**config.mk**
```make
export PLATFORM = sky130hd
export DESIGN_NAME = seven_segment_scan_driver
export DESIGN_NICKNAME = d
export VERILOG_FILES = /design/src/rtl/seven_segment_scan_driver.sv
export SDC_FILE = /design/constraint.sdc
export NUM_CORES = 1
export LEC_CHECK = 0
export ABC_CLOCK_PERIOD_IN_PS = 2300
export CAP_MARGIN = 10
export CORE_MARGIN = 3
export CORE_UTILIZATION = 45
export DETAILED_ROUTE_END_ITERATION = 6
export GPL_ROUTABILITY_DRIVEN = 0
export PLACE_DENSITY = 0.7
export SLEW_MARGIN = 20
export SYNTH_ARGS = -nofsm -noshare
export SYNTH_HDL_FRONTEND = slang
export SYNTH_SLANG_ARGS = --single-unit
```
**constraint.sdc**
```tcl
create_clock -name clk -period 2.3 [get_ports clk]
set_clock_uncertainty 0.1 [all_clocks]
set_input_delay 0.23 -clock clk [delete_from_list [all_inputs] [get_ports clk]]
set_output_delay 0.23 -clock clk [all_outputs]
set_load 0.02 [all_outputs]
```
**src/rtl/seven_segment_scan_driver.sv**
```systemverilog
// Multiplexed seven-segment scan driver: one digit lit per slot, with dead cycles against ghosting.
// Define SEVSEG_LZB_EN to blank leading zeros above the most significant nonzero digit.
module seven_segment_scan_driver #(
  parameter int NUM_DIGITS  = 4,
  parameter int SCAN_DIV    = 1000,
  parameter int DEAD_CYCLES = 2
) (
  input  logic                    clk,
  input  logic                    rst,
  input  logic [4*NUM_DIGITS-1:0] value,
  input  logic                    load,
  input  logic [NUM_DIGITS-1:0]   dp,
  input  logic                    hex_mode,
  input  logic                    blank,
  output logic [6:0]              segments,
  output logic                    dp_out,
  output logic [NUM_DIGITS-1:0]   digit_en,
  output logic                    scan_tick
);

  localparam int CNT_W = $clog2(SCAN_DIV);
  localparam int IDX_W = (NUM_DIGITS > 1) ? $clog2(NUM_DIGITS) : 1;
  localparam logic [CNT_W-1:0] CNT_LAST = CNT_W'(SCAN_DIV - 1);
  localparam logic [CNT_W-1:0] CNT_DEAD = CNT_W'(DEAD_CYCLES);
  localparam logic [IDX_W-1:0] IDX_LAST = IDX_W'(NUM_DIGITS - 1);

  logic [4*NUM_DIGITS-1:0] value_q;
  logic [NUM_DIGITS-1:0]   dp_q;
  logic [CNT_W-1:0]        cnt;
  logic [IDX_W-1:0]        idx;
  logic [3:0]              code;
  logic [6:0]              glyph;
  logic [NUM_DIGITS-1:0]   oneHot;

  function automatic logic [6:0] decode(input logic [3:0] c, input logic hex);
    logic [6:0] g;
    g = 7'b0000000;
    case (c)
      4'h0: g = 7'b1111110;
      4'h1: g = 7'b0110000;
      4'h2: g = 7'b1101101;
      4'h3: g = 7'b1111001;
      4'h4: g = 7'b0110011;
      4'h5: g = 7'b1011011;
      4'h6: g = 7'b1011111;
      4'h7: g = 7'b1110000;
      4'h8: g = 7'b1111111;
      4'h9: g = 7'b1110011;
      4'hA: g = hex ? 7'b1110111 : 7'b0000000;
      4'hB: g = hex ? 7'b0011111 : 7'b0000000;
      4'hC: g = hex ? 7'b1001110 : 7'b0000000;
      4'hD: g = hex ? 7'b0111101 : 7'b0000000;
      4'hE: g = hex ? 7'b1001111 : 7'b0000000;
      4'hF: g = hex ? 7'b1000111 : 7'b0000000;
      default: g = 7'b0000000;
    endcase
    return g;
  endfunction

`ifdef SEVSEG_LZB_EN
  logic [NUM_DIGITS-1:0] lzMask;

  // A digit is a leading zero when it and every digit above it are zero; digit 0 always shows.
  always_comb begin : lzScan
    logic zeroAbove;
    zeroAbove = 1'b1;
    lzMask = '0;
    for (int i = NUM_DIGITS - 1; i >= 1; i--) begin
      zeroAbove = zeroAbove && (value_q[4*i +: 4] == 4'd0);
      lzMask[i] = zeroAbove;
    end
  end
`endif

  always_comb begin
    code = value_q[4*idx +: 4];
    glyph = decode(code, hex_mode);
`ifdef SEVSEG_LZB_EN
    if (lzMask[idx]) glyph = 7'b0000000;
`endif
    oneHot = '0;
    oneHot[idx] = 1'b1;
  end

  // Outputs are computed from the current slot state, so they trail cnt/idx by one clock.
  always_ff @(posedge clk or posedge rst) begin
    if (rst) begin
      value_q   <= '0;
      dp_q      <= '0;
      cnt       <= '0;
      idx       <= '0;
      segments  <= '0;
      dp_out    <= 1'b0;
      digit_en  <= '0;
      scan_tick <= 1'b0;
    end else begin
      if (load) begin
        value_q <= value;
        dp_q    <= dp;
      end
      if (cnt == CNT_LAST) begin
        cnt       <= '0;
        idx       <= (idx == IDX_LAST) ? '0 : idx + 1'b1;
        scan_tick <= 1'b1;
      end else begin
        cnt       <= cnt + 1'b1;
        scan_tick <= 1'b0;
      end
      if (blank) begin
        segments <= '0;
        dp_out   <= 1'b0;
        digit_en <= '0;
      end else begin
        segments <= glyph;
        dp_out   <= dp_q[idx];
        digit_en <= (cnt >= CNT_DEAD) ? oneHot : '0;
      end
    end
  end

endmodule

```
==> results.md <==
* Status: complete, no violations
* Syn. warnings at 0
* Worst Setup SP: idx[0]
* Tmin final at 2140 ps
* Number of enable flip-flop cells after synthesis at 0
* Global Route Usage Sum at 15.9%
* DR vias/cell at 5.50
* Tightest Pin Transition at 624 ps
* First-pass GRT wire length at 6870 µm
* Setup WS post-layout at about 160 ps
* Final setup viols at 0
* P&R area growth vs syn at 22.7%
* Syn Nets at 204
* Postcts setup bufs at 0
* Dpl hpwl at 3090 µm
* Power Density at 605 nW/µm²
* Top FF cell, synth: dfrtp_1
* Starting Density at 48.1%
* Fin cells at 266
* RSZ-0062 raised after global routing: no
* Drt first-iter violations at 126
* Leak at 0.00113 µW
* Startpoint types: flop
* Die Ht at 75.4 µm
* R2R setup slack at 160 ps
* Max clock buf depth at 2
* Top-Level Pins at 38
* Max-slew violations at 0
* Placed Instances at 258
* Num CTS Buffers at 5
* Highest clock rate at 466 MHz
* Mean Syn Cell Area at 12.5 µm²
* Core ar. at 4500 µm²
* CP Max Fanout at 12
* Critical path endpoint category: flop
* Routed len/inst at 15.6 µm
* WL final at 4160 µm
* Peak VDD IR at 282 µV
* Vias in the first global route at 1,467
* Mapped Area at between 2000 and 2500 µm²
* Drt pass-1 iters at 4
* Worst-skew pair later-pin latency at 290 ps
* # diodes at 0
* Root Driver: clkbuf_8
* Crit path DAT at between 2000 and 2500 ps
* Cell count of the worst reg-to-reg path at 4
* Kind of critical path: flop to flop
* Syn Inst Count at around 170
* Drc violations at 0
* Largest net degree at the start of global routing at 30
* Initial antenna violation count at 0
* Reg2Reg Launch Point: idx[0]
* GRT overflow at 0
* CTS tree: built
* Hold_buf cts at 0
* Clk slew on worst S/H paths at around 90 ps
* Endpoints failing hold at 0
* Hold WS at 134 ps
* Share of post-route cells with drive strength above 1 at 18.7%
* Worst min-delay path class: input pin to asynchronous set/reset pin
* DP Worst Slack at 144 ps
* Critical R2R Capture: segments[6]
* Fin Setup TNS at 0 ps
* CTS-repair resized insts at 0
* CP required at 2390 ps
* Number of port buffers at 37
* Die area at around 5700 µm²
* Max Cap Viol at 0
* Fillers at 365
* Register area share after synthesis at 52.0%
* Antenna Nets Post-Route at 0
* Register bit count reported by yosys at between 40 and 50
* Power, Total at 1610 µW
* Detailed-route via count at 1,463
* CTS Sinks at 45
* Library cells used by synthesis at 46
* H-tree depth at 2
* NumNets Final at 244
* Slew headroom at 58.1%
* Site row count at 24
* Final Cycle Share at 93.2%
* Die X at between 70 and 80 µm
* Fraction of synthesis flops using an asynchronous set or reset pin at 100%
-- metal layers --
layer / up-vias / track usage [%] / wire, µm
li1: 688 / - / -
met5: - / 0 / 0
met3: 8 / 3.83 / 173
met2: 43 / 26.0 / 1990
met1: 724 / 21.0 / 1940
met4: 0 / 4.66 / 55
-- worst max-delay path, cell delays in order, from the launching register on --
cell,delay (ps)
dfrtp_1,610
mux4_2,710
nand2b_1,220
o2bb2ai_1,130
o31a_1,270
-- cell families after synthesis --
group / synth area share [%]
AOI/OAI and AO/OA: 8.37
xor gates and xnor gates: 2.42
adders and majority gates: 3.46
buffers and inverters: 3.69
DFF: 52.0
muxes: 16.7
and+or+nand+nor: 13.3
-- Yosys cell counts, drive strengths merged (3+ instances only) --
library cell  number  area [µm²]
a21oi              6        30.0
dfrtp             45        1130
nand2b             4        32.5
nand3              4        20.0
xor2               4        35.0
mux4               5         116
nor2              13        66.3
nand2              9        33.8
a211oi             3        27.5
o21ai              3        15.0
inv                6        22.5
ha                 6        75.1
nor4               3        18.8
buf                5        50.0
mux2              21         236
and2               6        37.5
-- worst max-delay path by stage --
stage | to | slack (ps)
after CTS | segments[6] | 140
after detailed placement | segments[6] | 140
after floorplan | segments[6] | 450
after global placement | segments[6] | 230
final | segments[6] | 160
after global routing | segments[6] | 40
-- where the power goes --
group	internal, µW	switching (µW)	leakage, µW	total [µW]
clock network	216	252	0.0000395	468
logic	147	130	0.000532	277
registers	842	22.3	0.000557	864
-- state kept, by name, summed over array words and instances (netlist names) --
register   cells
value_q       16
cnt           10
segments       7
digit_en       4
dp_q           4
idx            2
dp_out         1
scan_tick      1
-- final cells by class --
class	instances	area [µm²]	share of cell area, %
Sequential cell	45	1130	42.3
Multi-Input combinational cell	115	961	36.1
Timing Repair Buffer	40	405	15.2
Tap cell	52	65.1	2.45
Clock buffer	8	80.1	3.01
Inverter	6	22.5	0.847
-- per-stage QoR --
| step | utilization [%] | instance area [µm²] |
|---|---|---|
| 2_1_floorplan | - | 2170 |
| 3_3_place_gp | 57.3 | 2580 |
| 3_5_place_dp | 57.3 | 2580 |
| 4_1_cts | 59.1 | 2660 |
| 5_1_grt | 59.1 | 2660 |
| 6_report | 59.1 | 2660 |
-- cells in the final DEF (no fill, tap or decap), types with 3 or more instances in the layout --
| cell | instances |
|---|---|
| clkdlybuf4s50_1 | 37 |
| nor2_1 | 10 |
| nor4_1 | 3 |
| xor2_1 | 4 |
| nand2b_1 | 3 |
| inv_1 | 5 |
| nand3_1 | 4 |
| dfrtp_1 | 45 |
| and2_1 | 6 |
| mux4_2 | 4 |
| nand2_1 | 9 |
| clkbuf_8 | 5 |
| a21oi_1 | 6 |
| clkbuf_1 | 3 |
| mux2_2 | 21 |
| ha_1 | 6 |
(Power assumes the default switching activity.)
